## config.mk

```make
export PLATFORM = sky130hd
export DESIGN_NAME = reservation_station
export DESIGN_NICKNAME = d
export VERILOG_FILES = /design/src/rtl/reservation_station_pkg.sv /design/src/rtl/reservation_station_rs_select.sv /design/src/rtl/reservation_station.sv
export SDC_FILE = /design/constraint.sdc
export NUM_CORES = 2
export LEC_CHECK = 0
export CORE_MARGIN = 4
export CORE_UTILIZATION = 60
export DETAILED_ROUTE_END_ITERATION = 10
export HOLD_SLACK_MARGIN = 0.05
export PLACE_DENSITY_LB_ADDON = 0.08
export SETUP_SLACK_MARGIN = 0.2
export SLEW_MARGIN = 20
export SYNTH_ARGS = -nofsm -noshare
export SYNTH_HDL_FRONTEND = slang
export SYNTH_SLANG_ARGS = --single-unit
```

## constraint.sdc

```tcl
create_clock -name clk -period 8.75 [get_ports clk]
set_input_delay 0.875 -clock clk [delete_from_list [all_inputs] [get_ports clk]]
set_output_delay 0.875 -clock clk [all_outputs]
set_load 0.01 [all_outputs]
```

## src/rtl/reservation_station_pkg.sv

```systemverilog
// rtl/reservation_station_pkg.sv - shared widths, opcodes, entry types and CDB snoop helpers for reservation_station
package reservation_station_pkg;
  localparam int RS_SIZE   = 16;
  localparam int RS_IDX_W  = 4;
  localparam int ROB_IDX_W = 4;
  localparam int OP_W      = 6;
  localparam int XLEN      = 32;

  typedef logic [OP_W-1:0]      op_bus_t;
  typedef logic [XLEN-1:0]      data_bus_t;
  typedef logic [ROB_IDX_W-1:0] rob_bus_t;
  typedef logic [RS_IDX_W-1:0]  rs_bus_t;

  localparam logic      ENABLE    = 1'b1;
  localparam logic      DISABLE   = 1'b0;
  localparam data_bus_t NULL_DATA = '0;

  localparam op_bus_t OP_NOP  = 6'd0;
  localparam op_bus_t OP_ADD  = 6'd1;
  localparam op_bus_t OP_SUB  = 6'd2;
  localparam op_bus_t OP_ADDI = 6'd3;
  localparam op_bus_t OP_AND  = 6'd4;
  localparam op_bus_t OP_OR   = 6'd5;

  typedef struct packed {
    logic      q_valid;
    rob_bus_t  q;
    data_bus_t v;
  } operand_t;

  typedef struct packed {
    logic      busy;
    op_bus_t   op;
    data_bus_t a;
    data_bus_t pc;
    rob_bus_t  reorder;
    operand_t  j;
    operand_t  k;
  } rs_entry_t;

  function automatic operand_t make_operand(input logic is_tag, input data_bus_t value);
    operand_t o;
    o.q_valid = is_tag;
    o.q       = is_tag ? value[ROB_IDX_W-1:0] : '0;
    o.v       = is_tag ? NULL_DATA : value;
    return o;
  endfunction

  // ALU broadcast takes precedence when both buses carry the same tag.
  function automatic operand_t snoop(input operand_t o,
                                     input logic alu_en, input rob_bus_t alu_tag, input data_bus_t alu_val,
                                     input logic lsb_en, input rob_bus_t lsb_tag, input data_bus_t lsb_val);
    operand_t r;
    r = o;
    if (o.q_valid) begin
      if (alu_en && alu_tag == o.q) begin
        r.q_valid = DISABLE;
        r.v       = alu_val;
      end else if (lsb_en && lsb_tag == o.q) begin
        r.q_valid = DISABLE;
        r.v       = lsb_val;
      end
    end
    return r;
  endfunction
endpackage

```

## src/rtl/reservation_station_rs_select.sv

```systemverilog
// rtl/reservation_station_rs_select.sv - lowest-index priority encoder with valid flag
module rs_select #(
  parameter int N = 16,
  parameter int W = 4
) (
  input  logic [N-1:0] req,
  output logic         valid,
  output logic [W-1:0] idx
);
  always_comb begin
    valid = 1'b0;
    idx   = '0;
    for (int i = N - 1; i >= 0; i--) begin
      if (req[i]) begin
        valid = 1'b1;
        idx   = W'(i);
      end
    end
  end
endmodule

```

## src/rtl/reservation_station.sv

```systemverilog
// rtl/reservation_station.sv - out-of-order issue buffer with CDB wakeup; RS_PERF_CNT_EN adds perf counters
module reservation_station
  import reservation_station_pkg::*;
(
  input  logic                 clk,
  input  logic                 rst,
  input  logic                 rdy,
  input  logic                 clear,
  input  logic                 disp_en,
  input  logic [OP_W-1:0]      disp_op,
  input  logic [XLEN-1:0]      disp_a,
  input  logic [XLEN-1:0]      disp_pc,
  input  logic [ROB_IDX_W-1:0] disp_reorder,
  input  logic                 disp_type_j,
  input  logic [XLEN-1:0]      disp_value_j,
  input  logic                 disp_type_k,
  input  logic [XLEN-1:0]      disp_value_k,
  output logic [RS_IDX_W-1:0]  free_pos,
  output logic                 full,
  input  logic                 alu_cdb_en,
  input  logic [ROB_IDX_W-1:0] alu_cdb_tag,
  input  logic [XLEN-1:0]      alu_cdb_value,
  input  logic                 lsb_cdb_en,
  input  logic [ROB_IDX_W-1:0] lsb_cdb_tag,
  input  logic [XLEN-1:0]      lsb_cdb_value,
  output logic                 alu_en,
  output logic [OP_W-1:0]      alu_op,
  output logic [XLEN-1:0]      alu_vj,
  output logic [XLEN-1:0]      alu_vk,
  output logic [XLEN-1:0]      alu_a,
  output logic [XLEN-1:0]      alu_pc,
  output logic [ROB_IDX_W-1:0] alu_reorder
`ifdef RS_PERF_CNT_EN
  ,
  output logic [31:0]          perf_issue_cnt,
  output logic [31:0]          perf_full_cnt
`endif
);
  rs_entry_t          entries [RS_SIZE];
  logic [RS_SIZE-1:0] busy_vec;
  logic [RS_SIZE-1:0] ready_vec;
  logic               free_valid;
  logic               ready_valid;
  rs_bus_t            free_idx;
  rs_bus_t            ready_idx;
  operand_t           disp_j;
  operand_t           disp_k;

  always_comb begin
    busy_vec  = '0;
    ready_vec = '0;
    for (int i = 0; i < RS_SIZE; i++) begin
      busy_vec[i]  = entries[i].busy;
      ready_vec[i] = entries[i].busy & ~entries[i].j.q_valid & ~entries[i].k.q_valid;
    end
  end

  rs_select #(.N(RS_SIZE), .W(RS_IDX_W)) u_free_select (
    .req   (~busy_vec),
    .valid (free_valid),
    .idx   (free_idx)
  );

  rs_select #(.N(RS_SIZE), .W(RS_IDX_W)) u_ready_select (
    .req   (ready_vec),
    .valid (ready_valid),
    .idx   (ready_idx)
  );

  assign free_pos = free_idx;
  assign full     = ~free_valid;

  // Same-cycle broadcasts are folded in so a dispatching operand never misses its producer.
  always_comb begin
    disp_j = snoop(make_operand(disp_type_j, disp_value_j), alu_cdb_en, alu_cdb_tag, alu_cdb_value,
                   lsb_cdb_en, lsb_cdb_tag, lsb_cdb_value);
    disp_k = snoop(make_operand(disp_type_k, disp_value_k), alu_cdb_en, alu_cdb_tag, alu_cdb_value,
                   lsb_cdb_en, lsb_cdb_tag, lsb_cdb_value);
  end

  always_ff @(posedge clk) begin
    if (rst) begin
      for (int i = 0; i < RS_SIZE; i++) entries[i] <= '0;
      alu_en      <= DISABLE;
      alu_op      <= '0;
      alu_vj      <= '0;
      alu_vk      <= '0;
      alu_a       <= '0;
      alu_pc      <= '0;
      alu_reorder <= '0;
    end else if (!rdy) begin
      alu_en <= DISABLE;
    end else if (clear) begin
      for (int i = 0; i < RS_SIZE; i++) entries[i].busy <= DISABLE;
      alu_en <= DISABLE;
    end else begin
      for (int i = 0; i < RS_SIZE; i++) begin
        if (entries[i].busy) begin
          entries[i].j <= snoop(entries[i].j, alu_cdb_en, alu_cdb_tag, alu_cdb_value,
                                lsb_cdb_en, lsb_cdb_tag, lsb_cdb_value);
          entries[i].k <= snoop(entries[i].k, alu_cdb_en, alu_cdb_tag, alu_cdb_value,
                                lsb_cdb_en, lsb_cdb_tag, lsb_cdb_value);
        end
      end
      if (ready_valid) begin
        alu_en                  <= ENABLE;
        alu_op                  <= entries[ready_idx].op;
        alu_vj                  <= entries[ready_idx].j.v;
        alu_vk                  <= entries[ready_idx].k.v;
        alu_a                   <= entries[ready_idx].a;
        alu_pc                  <= entries[ready_idx].pc;
        alu_reorder             <= entries[ready_idx].reorder;
        entries[ready_idx].busy <= DISABLE;
      end else begin
        alu_en <= DISABLE;
      end
      if (disp_en && !full) begin
        entries[free_pos] <= '{busy: ENABLE, op: disp_op, a: disp_a, pc: disp_pc,
                               reorder: disp_reorder, j: disp_j, k: disp_k};
      end
`ifndef SYNTHESIS
      if (disp_en && full) $display("reservation_station: error, dispatch while full ignored at %0t", $time);
`endif
    end
  end

`ifdef RS_PERF_CNT_EN
  always_ff @(posedge clk) begin
    if (rst) begin
      perf_issue_cnt <= '0;
      perf_full_cnt  <= '0;
    end else if (rdy) begin
      if (full) perf_full_cnt <= perf_full_cnt + 32'd1;
      if (!clear && ready_valid) perf_issue_cnt <= perf_issue_cnt + 32'd1;
    end
  end
`endif
endmodule
```

After elaboration in Yosys (flattened, before gate mapping)
Memories as Yosys holds them, arrays and structs flattened. A register that Yosys moved wholly into a read port is not among the register bits. Cells that the tools add are included. Widths: inputs -> output; s select.

Output and inout bits: 144. Logic and storage cells: 927. Memory bits (writable): 2384. Memories kept: 1. Bits of input ports: 219. Flip-flop bits (word level): 1.

Equal/unequal tests: 68. Reduce and logical (&&, ||, !) cells: 70. Bitwise operators: 115. Mux-type cells: 672.

Memories: entries (words 16, width 149, read ports 17, clocked after memory_dff 1, write ports 18, line reservation_station.sv:39) `rs_entry_t entries [RS_SIZE];`.

Operators by type and width (number): $mux 32 (232); $mux 37 (32); $mux 1 (374); $eq 4x4->1 (68); $mux 4 (34); $logic_and 1x1->1 (69); $or 1x1->1 (48); $not 1->1 (34); $and 1x1->1 (32); $not 16->16 (1); $reduce_and 3->1 (1).

Logic depth before layout (Yosys ltp)
An unclocked memory read counts as a cell.

Depth after elaboration: 25. Gate-level depth with buffers: 13. Mapped depth without buffers: 9.

Modules after synthesis
From an unflattened synthesis, not the netlist that was laid out.

Cell total of the unflattened synthesis: 9349. Area total of the unflattened synthesis: 127487.3 µm².

Modules (own cells, without submodules): reservation_station (instances 1, cells each 9283, seq. area each 74211.2 µm², area each 127129.4 µm²); rs_select (instances 2, cells each 33, seq. area each 0.0 µm², area each 178.9 µm²).

Worst setup path after synthesis
Ideal clock, no wire load.

Path kind: input port to flip-flop. Start point: input port alu_cdb_tag[2]. End point: memory entries[4][37] (netlist name), enable pin. Stages on the path: 6. Setup time: 533 ps. Slack: 1836 ps. Path buffers: 2. Arrival time: 6381 ps. Data required time: 8217 ps. Path through: clkbuf_1 -> clkbuf_1 -> xor2_1 -> nor4_1 -> a31oi_1 -> o311ai_0.

RTL lines: start, declared (line reservation_station.sv:21) `input logic [ROB_IDX_W-1:0] alu_cdb_tag,`; end, declared (line reservation_station.sv:39).

==> metrics.txt <==
most frequent cells in the layout=edfxtp_1, and2_1, mux2i_1, nand2_1, o22ai_1; pin count of the biggest net entering global routing=150; CP startpoint kind=input pin; clk root buf=clkbuf_16; Detail Placement HPWL=262000 microns; Post-CTS Setup Repair Bufs=0; status=finished, final reports clean; PostCTS Resize Cnt=0; RSZ-0062 raised after global routing=no; ys async rst share=0%; syn_area_per_cell=11.77 sq um; final core utilization=67.84%; 1st-iter DRT viols=17070; CTS H-tree lvls=5; synthesized area=127500 sq um; clk_skew=0.05342 ns; Reg area=74210 sq um; residual DRC count=0; reg-to-reg startpoint=entries[3][148]$_SDFFE_PP1P_; CP cell instances=clkdlybuf4s50_1 -> nor2b_2 -> buf_4 -> and2_2 -> nand2_1 -> nor3_1 -> inv_1 -> nor2_1 -> nand3_4 -> nand2_4 -> buf_12; Switch Pwr=6.490 mW; Gate Count Post-Synth=10840; Synth cell types=76; Peak VDD IR=218.0 uV; Setup crit start=rdy; worst path required time=9.33 ns; highest net fanout along the worst path=47; clk sinks=2523; gr usage total=43.07%; hold wc startpoint=entries[3][50]$_DFFE_PP_; Slew @ Worst Pin=1.309 ns; Post-synth EDFFs=2368; Final min period=5.823 ns; fillers=15160; final setup margin=2.927 ns; P_int=21.07 mW; nets=10790; sequential share of the synthesized area=58.19%; CTS buffer count=287; commonest non-fill, non-tap cell in the layout=edfxtp_1; post-route ant nets=0; critical path class=in -> reg; Final Cycle Share=66.55%; CTS Hold Bufs=0; routed length per placed instance=35.81 microns; Slew Limit Headroom=12.71%; core region area=210400 sq um; top_reg_cell synth=edfxtp_1; Die Ht=469.0 microns; Clock Power Share=42.6%; initial antenna violation count=19; WL final=486800 microns; Placed Area=133600 sq um; syn_nets=11050; Placer Congestion=0.9324; DP Worst Slack=2.193 ns; vias in the first global route=98590; Final Max Tran Viols=0; max incr delay on CP=1.07 ns; Final setup viols=0; global-route wire length before repair=686200 microns; max_cap viols=0; post-synthesis register bit count=2523; first drt pass iteration count=9; Sum Neg Setup Slack=0 ns; vias per inst=7.408; DR vias=100700; synth-to-layout area growth=11.93%; Lkg Pwr=51.53 nW; standard-cell rows=168; Die X=469.0 microns; Initial Util=60.61%; worst min path class=reg -> reg; layout cells sized above 1=11.01%; IO Pins=363; CP arrival=6.40 ns; Power Density=193.1 nW/um^2; FMAX=0.1717 GHz; Hold Vio Cnt, Final=0; GR Overflow Total=0; CTS tree=yes; Worst setup EP type=flop; Flop pwr share=50.1%; Total Power=27.56 mW; clock slew at reported path FFs=0.06 ns; Final Cell Area=142700 sq um; Sw Ratio=23.55%; input/output buffers=362; die area=220000 sq um; Multi-input gate area=48860 sq um; Comb pwr share=7.3%; Ys Warns=0; Longest Clk Path Bufs=4; worst-skew pair later-pin latency=0.96 ns; slowest CP cell=nand2_4
## layout make-up
class	instances	share of cell area, %
sequential	2523	51.99
multi-input combinational	6829	34.22
clock buffer	405	5.634
timing repair buffer	688	4.424
tap	2805	2.459
inverter	241	0.6512
clock inverter	95	0.6030
antenna	10	0.01753
## kinds of logic (layout without fill, tap and decap cells)
group | count (synthesis) | count (layout) | synth area share [%]
simple gates | 2827 | 2827 | 11.47
mux | 1424 | 1424 | 11.43
other cells | 0 | 10 | 0
flops | 2523 | 2523 | 58.19
xor+xnor | 265 | 265 | 1.820
compound gates | 2313 | 2313 | 12.61
buf+inv | 1483 | 1429 | 4.491
## critical path, delay by kind of cell
kind / cells / cell delay (ns)
buf+inv: 4 / 1.51
simple gates: 7 / 3.81
## power by group through the flow
stage,Sequential [mW],Clock [mW],Combinational [mW]
2_1_floorplan,14.0,0,1.07
3_3_place_gp,14.0,0,1.84
3_5_place_dp,14.1,0,1.90
4_1_cts,13.8,11.7,1.91
5_1_grt,13.9,12.2,2.05
6_report,13.8,11.7,2.00
## cells in the mapped netlist (4+ instances only)
master | number | area [sq um]
mux2_2 | 256 | 2883
xor2_1 | 190 | 1664
buf_1 | 36 | 135.1
nor4_1 | 34 | 212.7
buf_2 | 99 | 495.5
edfxtp_1 | 2368 | 71110
clkbuf_1 | 1098 | 4121
or3_1 | 6 | 37.54
a221o_1 | 173 | 1732
a31oi_1 | 171 | 1070
nor3b_1 | 5 | 37.54
or3b_2 | 11 | 96.34
buf_4 | 8 | 60.06
xnor2_1 | 75 | 656.9
o21ai_1 | 70 | 350.3
a21boi_1 | 21 | 157.7
mux2i_1 | 1168 | 11690
a21boi_0 | 17 | 127.6
inv_1 | 240 | 900.9
and3_1 | 87 | 544.3
dfxtp_1 | 155 | 3103
o31ai_1 | 14 | 105.1
nor2_1 | 154 | 578.1
a22oi_1 | 165 | 1239
nor3_1 | 143 | 715.7
a211oi_1 | 4 | 30.03
o21ai_0 | 243 | 1216
o211ai_1 | 37 | 277.8
and2_1 | 1197 | 7488
nand4_1 | 24 | 150.1
o32ai_1 | 100 | 875.8
o311ai_0 | 4 | 35.03
a21oi_1 | 87 | 435.4
nand3_1 | 195 | 975.9
a2111oi_0 | 38 | 332.8
nor2b_1 | 5 | 31.28
nand2_1 | 941 | 3532
o221ai_1 | 99 | 867.1
a221oi_1 | 176 | 1541
o22ai_1 | 870 | 5443
## through the flow
step	cells	hold slack [ns]
after global placement	13080	0.4829
final	13600	0.4915
after global routing	13590	0.5205
after CTS	13580	0.4844
after detailed placement	13080	0.4909
after floorplan	10840	0.4770
## sequential cells by signal (all words and copies together) (netlist names)
register / count
alu_op: 6
alu_en: 1
alu_vj: 32
alu_reorder: 4
alu_pc: 32
alu_vk: 32
alu_a: 32
entries: 2384
## path summary, 6_finish.rpt
path                                                 endpoint  slack, ns  cells after the start
worst max register to register  entries[12][92]$_SDFFCE_PN0P_       3.30                      8
worst min register to register        alu_vj[13]$_SDFFE_PP0P_       0.49                      2
worst max-delay path            entries[12][92]$_SDFFCE_PN0P_       2.93                     11
worst min-delay path                  alu_vj[13]$_SDFFE_PP0P_       0.49                      2
## per-layer routing
metal,vias to the layer above,global-route usage (%),share of wire (%),wire length [microns]
met5,-,0.06494,0.027,130
met4,12,26.33,7.5,36610
met3,2321,12.90,15,71820
met2,8827,65.02,44,212000
met1,49370,54.97,34,166300
li1,40190,-,-,-
(Power assumes the default switching activity.)
